<file path="src/rtl/pipelined_alu.sv">
// Registered ALU: WIDTH-bit operands, 2*WIDTH-bit result, valid/ready on both sides, shift-add multiply.
// Optional Zero/Carry flag outputs are built only when ALU_FLAGS_EN is defined.
//
// state | meaning
// IDLE  | no result pending, ready for an operation
// MUL   | shift-add multiply in progress, one partial product per cycle
// HOLD  | ALUout holds a result waiting for the consumer
module pipelined_alu #(
  parameter int WIDTH = 4
) (
  input  logic               Clock,
  input  logic               Resetn,
  input  logic [WIDTH-1:0]   A,
  input  logic [WIDTH-1:0]   B,
  input  logic [2:0]         Function,
  input  logic               InValid,
  output logic               InReady,
  output logic [2*WIDTH-1:0] ALUout,
  output logic               OutValid,
  input  logic               OutReady,
  output logic               Busy
`ifdef ALU_FLAGS_EN
  ,
  output logic               Zero,
  output logic               Carry
`endif
);

  localparam int W2 = 2 * WIDTH;
  localparam int CW = (WIDTH > 1) ? $clog2(WIDTH) : 1;

  localparam logic [2:0] FN_ADD    = 3'd0;
  localparam logic [2:0] FN_OR     = 3'd1;
  localparam logic [2:0] FN_AND    = 3'd2;
  localparam logic [2:0] FN_CONCAT = 3'd3;
  localparam logic [2:0] FN_SUB    = 3'd4;
  localparam logic [2:0] FN_MUL    = 3'd5;
  localparam logic [2:0] FN_XOR    = 3'd6;

  typedef enum logic [1:0] {
    IDLE = 2'd0,
    MUL  = 2'd1,
    HOLD = 2'd2
  } state_t;

  state_t state_q, state_d;

  logic [W2-1:0]    mcand_q;
  logic [WIDTH-1:0] mplier_q;
  logic [W2-1:0]    acc_q;
  logic [CW-1:0]    cnt_q;
  logic [W2-1:0]    acc_next;
  logic [W2-1:0]    op_result;
  logic             accept;
  logic             is_mul;
  logic             mul_done;

  assign InReady  = (state_q == IDLE) || ((state_q == HOLD) && OutReady);
  assign accept   = InValid && InReady;
  assign is_mul   = (Function == FN_MUL);
  assign mul_done = (state_q == MUL) && (cnt_q == '0);
  assign OutValid = (state_q == HOLD);
  assign Busy     = (state_q == MUL);

  // Final step folds its partial product straight into ALUout.
  assign acc_next = acc_q + (mplier_q[0] ? mcand_q : '0);

  always_comb begin
    op_result = '0;
    case (Function)
      FN_ADD:    op_result = W2'(A) + W2'(B);
      FN_OR:     op_result = W2'(|{A, B});
      FN_AND:    op_result = W2'(&{A, B});
      FN_CONCAT: op_result = {A, B};
      FN_SUB:    op_result = W2'(A) - W2'(B);
      FN_XOR:    op_result = W2'(A ^ B);
      default:   op_result = '0;
    endcase
  end

  always_ff @(posedge Clock or negedge Resetn) begin
    if (!Resetn) state_q <= IDLE;
    else         state_q <= state_d;
  end

  always_comb begin
    state_d = state_q;
    case (state_q)
      IDLE: begin
        if (accept) state_d = is_mul ? MUL : HOLD;
      end
      MUL: begin
        if (mul_done) state_d = HOLD;
      end
      HOLD: begin
        if (accept)        state_d = is_mul ? MUL : HOLD;
        else if (OutReady) state_d = IDLE;
      end
      default: state_d = IDLE;
    endcase
  end

  always_ff @(posedge Clock or negedge Resetn) begin
    if (!Resetn) begin
      ALUout   <= '0;
      mcand_q  <= '0;
      mplier_q <= '0;
      acc_q    <= '0;
      cnt_q    <= '0;
    end else if (accept && !is_mul) begin
      ALUout <= op_result;
    end else if (accept) begin
      mcand_q  <= W2'(A);
      mplier_q <= B;
      acc_q    <= '0;
      cnt_q    <= CW'(WIDTH - 1);
    end else if (state_q == MUL) begin
      if (mul_done) begin
        ALUout <= acc_next;
      end else begin
        acc_q    <= acc_next;
        mcand_q  <= mcand_q << 1;
        mplier_q <= mplier_q >> 1;
        cnt_q    <= cnt_q - CW'(1);
      end
    end
  end

`ifdef ALU_FLAGS_EN
  logic carry_next;

  always_comb begin
    carry_next = 1'b0;
    case (Function)
      FN_ADD:  carry_next = op_result[WIDTH];
      FN_SUB:  carry_next = (A < B);
      default: carry_next = 1'b0;
    endcase
  end

  always_ff @(posedge Clock or negedge Resetn) begin
    if (!Resetn) begin
      Zero  <= 1'b0;
      Carry <= 1'b0;
    end else if (accept && !is_mul) begin
      Zero  <= (op_result == '0);
      Carry <= carry_next;
    end else if (mul_done) begin
      Zero  <= (acc_next == '0);
      Carry <= 1'b0;
    end
  end
`endif

endmodule
</file>
<file path="config.mk">
export PLATFORM = sky130hd
export DESIGN_NAME = pipelined_alu
export DESIGN_NICKNAME = d
export VERILOG_FILES = /design/src/rtl/pipelined_alu.sv
export SDC_FILE = /design/constraint.sdc
export NUM_CORES = 1
export LEC_CHECK = 0
export CORE_UTILIZATION = 61
export CTS_BUF_LIST = sky130_fd_sc_hd__clkbuf_8 sky130_fd_sc_hd__clkbuf_16
export DETAILED_ROUTE_END_ITERATION = 8
export DONT_BUFFER_PORTS = 1
export PLACE_DENSITY = 0.8
export SLEW_MARGIN = 10
export SYNTH_ARGS = -nofsm -noshare
export SYNTH_HDL_FRONTEND = slang
export SYNTH_SLANG_ARGS = --single-unit
export TNS_END_PERCENT = 50
</file>
<file path="constraint.sdc">
create_clock -name Clock -period 3.3 [get_ports Clock]
set_clock_uncertainty 0.2 [all_clocks]
set_input_delay 0.495 -clock Clock [delete_from_list [all_inputs] [get_ports Clock]]
set_output_delay 0.495 -clock Clock [all_outputs]
set_load 0.03 [all_outputs]
</file>
==> metrics.md, run 1 <==
| Metric | Value |
|---|---|
| Crit path required time | 3.27 ns |
| Max_cap viols | 0 |
| Filler Cells Inserted | 299 |
| Layout area overhead | 6.13% |
| Die area | 0.00417 mm2 |
| CTS Buf Count | 5 |
| Vias in the first global route | 1884 |
| Storage element area | 801 um2 |
| Total gr overflow | 0 |
| Final ANT Viol Nets | 0 |
| Final WL | 5.54 mm |
| Setup violations, final | 0 |
| Crit path kind | reg2reg |
| Fin crit period | 2.48 ns |
| Share of cells above drive strength 1 | 9.92% |
| Final worst path period share | 75.0% |
| Clock Latency Late Sink | 0.29 ns |
| Power per cell area | 642 mW/mm2 |
| First-pass GRT wire length | 8.91 mm |
| Total power | 1.63 mW |
| I/O pin count | 26 |
| Max IR drop VDD | 0.444 mV |
| Post-Syn Instances | 263 |
| Drt pass-1 iters | 5 |
| Starting Density | 64.3% |
| Syn_nets | 297 |
| CP Launch Type | register |
| Postcts setup bufs | 0 |
| Sequential share of the synthesized area | 33.5% |
| Synthesized cell area | 0.00239 mm2 |
| IO Port Bufs | 0 |
| Largest net degree at the start of global routing | 33 |
| Global Route Usage Sum | 27.8% |
| Die Height | 64.6 um |
| Arrival time worst endpoint | 2.45 ns |
| Initial antenna violation count | 0 |
| Outcome | complete, no violations |
| Yosys reg bits | 32 |
| Nets | 295 |
| Slew Viols, Final | 0 |
| Core footprint | 0.00372 mm2 |
| Cells resized by post-CTS repair | 0 |
| Clock Path Buffers | 2 |
| Row Count | 22 |
| Area of the multi-input gates | 0.00146 mm2 |
| Via density | 6.57 |
| DR vias | 2036 |
| Yosys Warn Count | 0 |
| Hold Path Class | in2reg |
| H-tree depth | 2 |
| Ys flop type | dfrtp_1 |
| Number of synthesized flops with an enable pin | 0 |
| # DRC | 0 |
| Static leakage | 1.18 nW |
| Final HPWL DP | 4.09 mm |
| RePlAce Congestion | 0.944 |
| Worst-Margin Slew | 0.646 ns |
| Highest clock rate | 404 MHz |
| DIE WIDTH | 64.6 um |
| Antenna diodes | 0 |
| Routed length per instance | 17.9 um |
| Reg clk slew, reported paths | 0.07 ns |
| Crit. End Element | register |
| CTS tree | built |
| Slew headroom | 56.8% |
| Distinct cells, synth | 64 |
| Crit-path max FO | 9 |
| Setup TNS | 0 ns |
| Clk Tree Root Cell | clkbuf_8 |
| RSZ-0062 raised after global routing | no |
| Synth async-reset ratio | 100% |
| Sink Count | 32 |
| Hold Fails Final Rpt | 0 |
| Syn Area/Cell | 9.09 um2 |
| Iter 0 DRT Violations | 282 |
## cell usage in the layout (no fill, tap or decap), types with 5 or more instances in the layout
cell / n
a21oi_1: 14
a22o_1: 7
and2_1: 8
clkbuf_8: 7
dfrtp_1: 32
ha_1: 16
inv_1: 12
mux2i_1: 6
nand2_1: 26
nor2_1: 19
nor2b_1: 5
nor3_1: 9
o21ai_0: 7
o21ai_1: 12
## where the power goes
part	switching [mW]	internal (mW)	total, mW
Clock	0.145	0.266	0.411
Combinational	0.319	0.237	0.556
Sequential	0.139	0.522	0.660
## flip-flops by register name, summed over array words and instances, names as in the netlist
| signal | count |
|---|---|
| cnt_q | 2 |
| state_q | 2 |
| mcand_q | 8 |
| acc_q | 8 |
| mplier_q | 4 |
| ALUout | 8 |
## what timing repair did
action / CTS / global route
hold buffers: 2 / 0
endpoints found under the hold margin: 32 / 0
setup endpoints to repair: 0 / 0
## synthesized netlist by cell type, drive strengths merged (2+ instances only)
master / count / area (um2)
or3: 3 / 23.8
inv: 14 / 52.6
nand2b: 4 / 32.5
ha: 16 / 200
clkbuf: 5 / 18.8
xnor2: 2 / 17.5
nor4: 6 / 58.8
nand4: 2 / 12.5
and2: 8 / 50.1
a32oi: 2 / 17.5
nand2: 26 / 97.6
nand3: 4 / 20.0
dfrtp: 32 / 801
o32a: 2 / 20.0
a21oi: 15 / 86.3
o211ai: 2 / 15.0
o31ai: 2 / 15.0
mux2i: 6 / 60.1
a22oi: 3 / 22.5
nor2: 22 / 104
a21o: 2 / 15.0
o21a: 2 / 15.0
fa: 3 / 60.1
nor3: 9 / 45.0
a21boi: 2 / 15.0
and3: 4 / 25.0
a31oi: 2 / 12.5
nor2b: 6 / 45.0
buf: 7 / 58.8
xor2: 3 / 26.3
a311oi: 2 / 23.8
a22o: 7 / 61.3
o21ai: 21 / 113
## area by class of cell
| cell class | instances | share of cell area [%] |
|---|---|---|
| clock inverters | 1 | 1.18 |
| well taps | 48 | 2.37 |
| inverters | 14 | 2.07 |
| repair buffers | 3 | 1.48 |
| multi-input cells | 205 | 57.5 |
| flip-flops and latches | 32 | 31.6 |
| clock buffers | 7 | 3.80 |
## path summary, 6_finish.rpt
| check | slack, ns | startpoint | to | depth (start not counted) |
|---|---|---|---|---|
| setup / recovery | 0.82 | mplier_q[0] | acc_q[6] | 8 |
| hold / removal | 0.14 | B[3] | mplier_q[3] | 2 |
| setup reg to reg | 0.82 | mplier_q[0] | acc_q[6] | 8 |
| hold reg to reg | 0.29 | acc_q[5] | acc_q[5] | 2 |
| max in group asynchronous | 2.27 | Resetn | mplier_q[1] | 2 |
| min in group asynchronous | 0.45 | Resetn | ALUout[6] | 2 |
## cell families (layout without fill, tap and decap cells)
kind of cell               after synthesis  after routing  synth area share [%]
DFF                                     32             32                  33.5
muxes                                    6              6                  2.51
and+or+nand+nor                         99             99                  23.1
xor gates and xnor gates                 5              5                  1.83
AOI/OAI and AO/OA                       76             76                  22.7
buffers and inverters                   26             25                  5.44
adders and majority gates               19             19                  10.9
## critical path, cell delays in order, from the launching register on
cell      delay (ns)
dfrtp_1         0.44
and2_1          0.17
ha_1            0.21
fa_1            0.41
nand3_1         0.11
a21boi_1        0.10
o21a_1          0.18
or3_1           0.30
a32o_1          0.25
## stage by stage
step	std cells	setup slack (ns)	cell area (um2)	util, %	hold WS, ns
3_5_place_dp	300	0.849	2380	64.0	0.000145
6_report	310	0.824	2540	68.2	0.143
5_1_grt	310	0.706	2540	68.2	0.144
2_1_floorplan	263	0.959	2390	-	-0.000591
4_1_cts	310	0.822	2540	68.2	0.142
3_3_place_gp	300	0.890	2380	64.0	0.000177
## routing by layer
metal / share of wire [%] / global-route usage [%] / wire [um] / vias to the layer above
li1: - / - / - / 953
met1: 46 / 39.8 / 2560 / 964
met2: 44 / 41.6 / 2420 / 106
met3: 8.5 / 7.04 / 473 / 13
met4: 1.6 / 7.78 / 87 / 0
met5: 0 / 0 / 0 / -
(Power assumes the default switching activity.)
==> run 2, diff against run 1 <==
- CORE_UTILIZATION: 61 -> 58
- PLACE_DENSITY: 0.8 -> 0.79
- clock period: 3.3 -> 2.2 ns (I/O delays scaled with it)
==> metrics.md, run 2 (synthesized netlist as in run 1, its figures left out) <==
| Metric | Value |
|---|---|
| Setup WS pre-CTS | -0.121 ns (-0.971 ns) |
| Crit path kind | reg2reg |
| IO Port Bufs | 0 (unchanged) |
| RePlAce Congestion | 0.951 (+0.71%) |
| R2r setup slk | -0.006 ns (-0.83 ns) |
| Area post-placement | 0.00249 mm2 (+4.5%) |
| Worst-Margin Slew | 0.654 ns (+0.00740 ns) |
| Filler Cells Inserted | 274 (-8.4%) |
| Total gr overflow | 0 (unchanged) |
| HP Start | OutReady |
| Static leakage | 1.25 nW (+5.7%) |
| Clock Path Buffers | 2 (unchanged) |
| Antenna diodes | 0 (unchanged) |
| Setup ws final | -0.00604 ns (-0.830 ns) |
| CTS Buf Count | 5 (unchanged) |
| Biggest regs | ALUout (8), acc_q (8), mcand_q (8) |
| Nets | 313 (+6.1%) |
| DIE WIDTH | 66.2 um (+2.5%) |
| Total power | 2.59 mW (+59%) |
| Reg2Reg Launch Point | mplier_q[0] |
| Max IR drop VDD | 0.516 mV (+16%) |
| Hold Fails Final Rpt | 0 (unchanged) |
| Slew Viols, Final | 0 (unchanged) |
| Reg2reg end | acc_q[6] |
| Fin crit period | 2.21 ns (-0.270 ns) |
| Routed length per instance | 18.0 um (+0.73%) |
| Cell area after layout | 0.00276 mm2 (+8.6%) |
| Power per cell area | 940 mW/mm2 (+47%) |
| Reg clk slew, reported paths | 0.07 ns (about the same) |
| Initial antenna violation count | 0 (unchanged) |
| First-pass GRT wire length | 9.47 mm (+6.3%) |
| Drt pass-1 iters | 4 (-1) |
| Hold worst-path end | state_q[1] |
| Slew headroom | 56.3% (-0.49 points) |
| Sink Count | 32 (unchanged) |
| Crit-path max FO | 3 (-6) |
| CP Launch Type | register |
| Die area | 0.00438 mm2 (+5.0%) |
| Hold Path Class | in2reg |
| Max_cap viols | 0 (unchanged) |
| DR vias | 2037 (+0.049%) |
| Global Route Usage Sum | 29.1% (+1.3 points) |
| Hold Path Cell Cnt | 2 (unchanged) |
| Outcome | finished, violations left |
| RSZ-0062 raised after global routing | yes |
| H-tree depth | 2 (unchanged) |
| Crit path required time | 2.18 ns (-1.09 ns) |
| Violated checks | setup timing |
| I/O pin count | 26 (unchanged) |
| R2R cell count | 8 (unchanged) |
| Layout area overhead | 15.3% |
| Largest net degree at the start of global routing | 33 (unchanged) |
| Commonest cells after routing, fill and taps aside | dfrtp_1, nand2_1, nor2_1 |
| Arrival time worst endpoint | 2.19 ns (-0.26 ns) |
| Clk Tree Root Cell | clkbuf_8 |
| Row Count | 22 (unchanged) |
| Iter 0 DRT Violations | 163 (-42%) |
| Commonest non-fill, non-tap cell in the layout | dfrtp_1 |
| Crit. End Element | register |
| Starting Density | 62.9% (-1.4 points) |
| Share of cells above drive strength 1 | 20.4% (+11 points) |
| Clock Latency Late Sink | 0.28 ns (about the same) |
| Core footprint | 0.00380 mm2 (+2.2%) |
| Via density | 6.23 (-5.2%) |
| Final worst path period share | 100% (+25 points) |
| # DRC | 0 (unchanged) |
| Highest clock rate | 453 MHz (+12%) |
| Setup violations, final | 1 (+1) |
| Worst setup path startpoint | mplier_q[0] |
| WHS | 0.00932 ns (-0.134 ns) |
| Final ANT Viol Nets | 0 (unchanged) |
| CTS tree | built |
| Die Height | 66.2 um (+2.5%) |
| Final WL | 5.88 mm (+6.2%) |
| Final HPWL DP | 4.26 mm (+4.2%) |
| Vias in the first global route | 1955 (+3.8%) |
## run 2: cell types whose count changed in the layout (fill, tap and decap cells not counted), sizes merged
| cell | previous run | this run |
|---|---|---|
| dlygate4sd3 | 1 | 3 |
| buf | 2 | 18 |
| bufinv | 1 | 0 |
## run 2: worst max-delay path, cell delays in order, from the launching register on
cell and delay (ns):
dfrtp_1 0.40, and2_4 0.16, ha_4 0.15, fa_2 0.35, nand3_2 0.09, a21boi_2 0.06
o21a_1 0.17, or3_1 0.30, a32o_1 0.22
## run 2: metal layers
metal	GRT usage (%)	wire [um]
met3	7.41	413
met1	40.7	2610
met2	46.2	2820
met5	0	0
met4	3.99	38
## run 2: how the worst max path moves through the flow
stage	to	slack [ns]	depth (start not counted)
finish	acc_q[6]	-0.006	8
global route	acc_q[6]	-0.10	8
CTS	acc_q[6]	-0.06	8
detailed placement	acc_q[6]	-0.12	8
global placement	acc_q[6]	-0.06	8
floorplan	acc_q[6]	-0.05	8
## run 2: cell type report
| type | instances | area [um2] | share of cell area [%] |
|---|---|---|---|
| inverter | 14 | 52.6 | 1.91 |
| multi-input combinational | 205 | 1560 | 56.6 |
| sequential | 32 | 801 | 29.1 |
| timing repair buffer | 21 | 185 | 6.72 |
| tap | 48 | 60.1 | 2.18 |
| clock buffer | 7 | 96.3 | 3.50 |
## run 2: per-stage QoR
stage / setup TNS [ns] / cells / util [%]
3_3_place_gp: -0.0624 / 313 / 65.5
5_1_grt: -0.404 / 327 / 72.5
6_report: -0.00604 / 327 / 72.5
2_1_floorplan: -0.0459 / 263 / -
3_5_place_dp: -0.205 / 313 / 65.5
4_1_cts: -0.130 / 327 / 70.9
## run 2: repair_timing
item	4_1_cts	5_1_grt
setup endpoints to repair	5	9
buffers inserted	3	0
endpoints found under the hold margin	34	0
resized for setup	7	10
hold buffers	4	0
pin swaps	6	10
## run 2: where the power goes
group	total [mW]	internal (mW)	switching (mW)
logic	1.09	0.536	0.549
clock network	0.500	0.279	0.222
registers	1.00	0.782	0.222
total	2.59	1.60	0.993
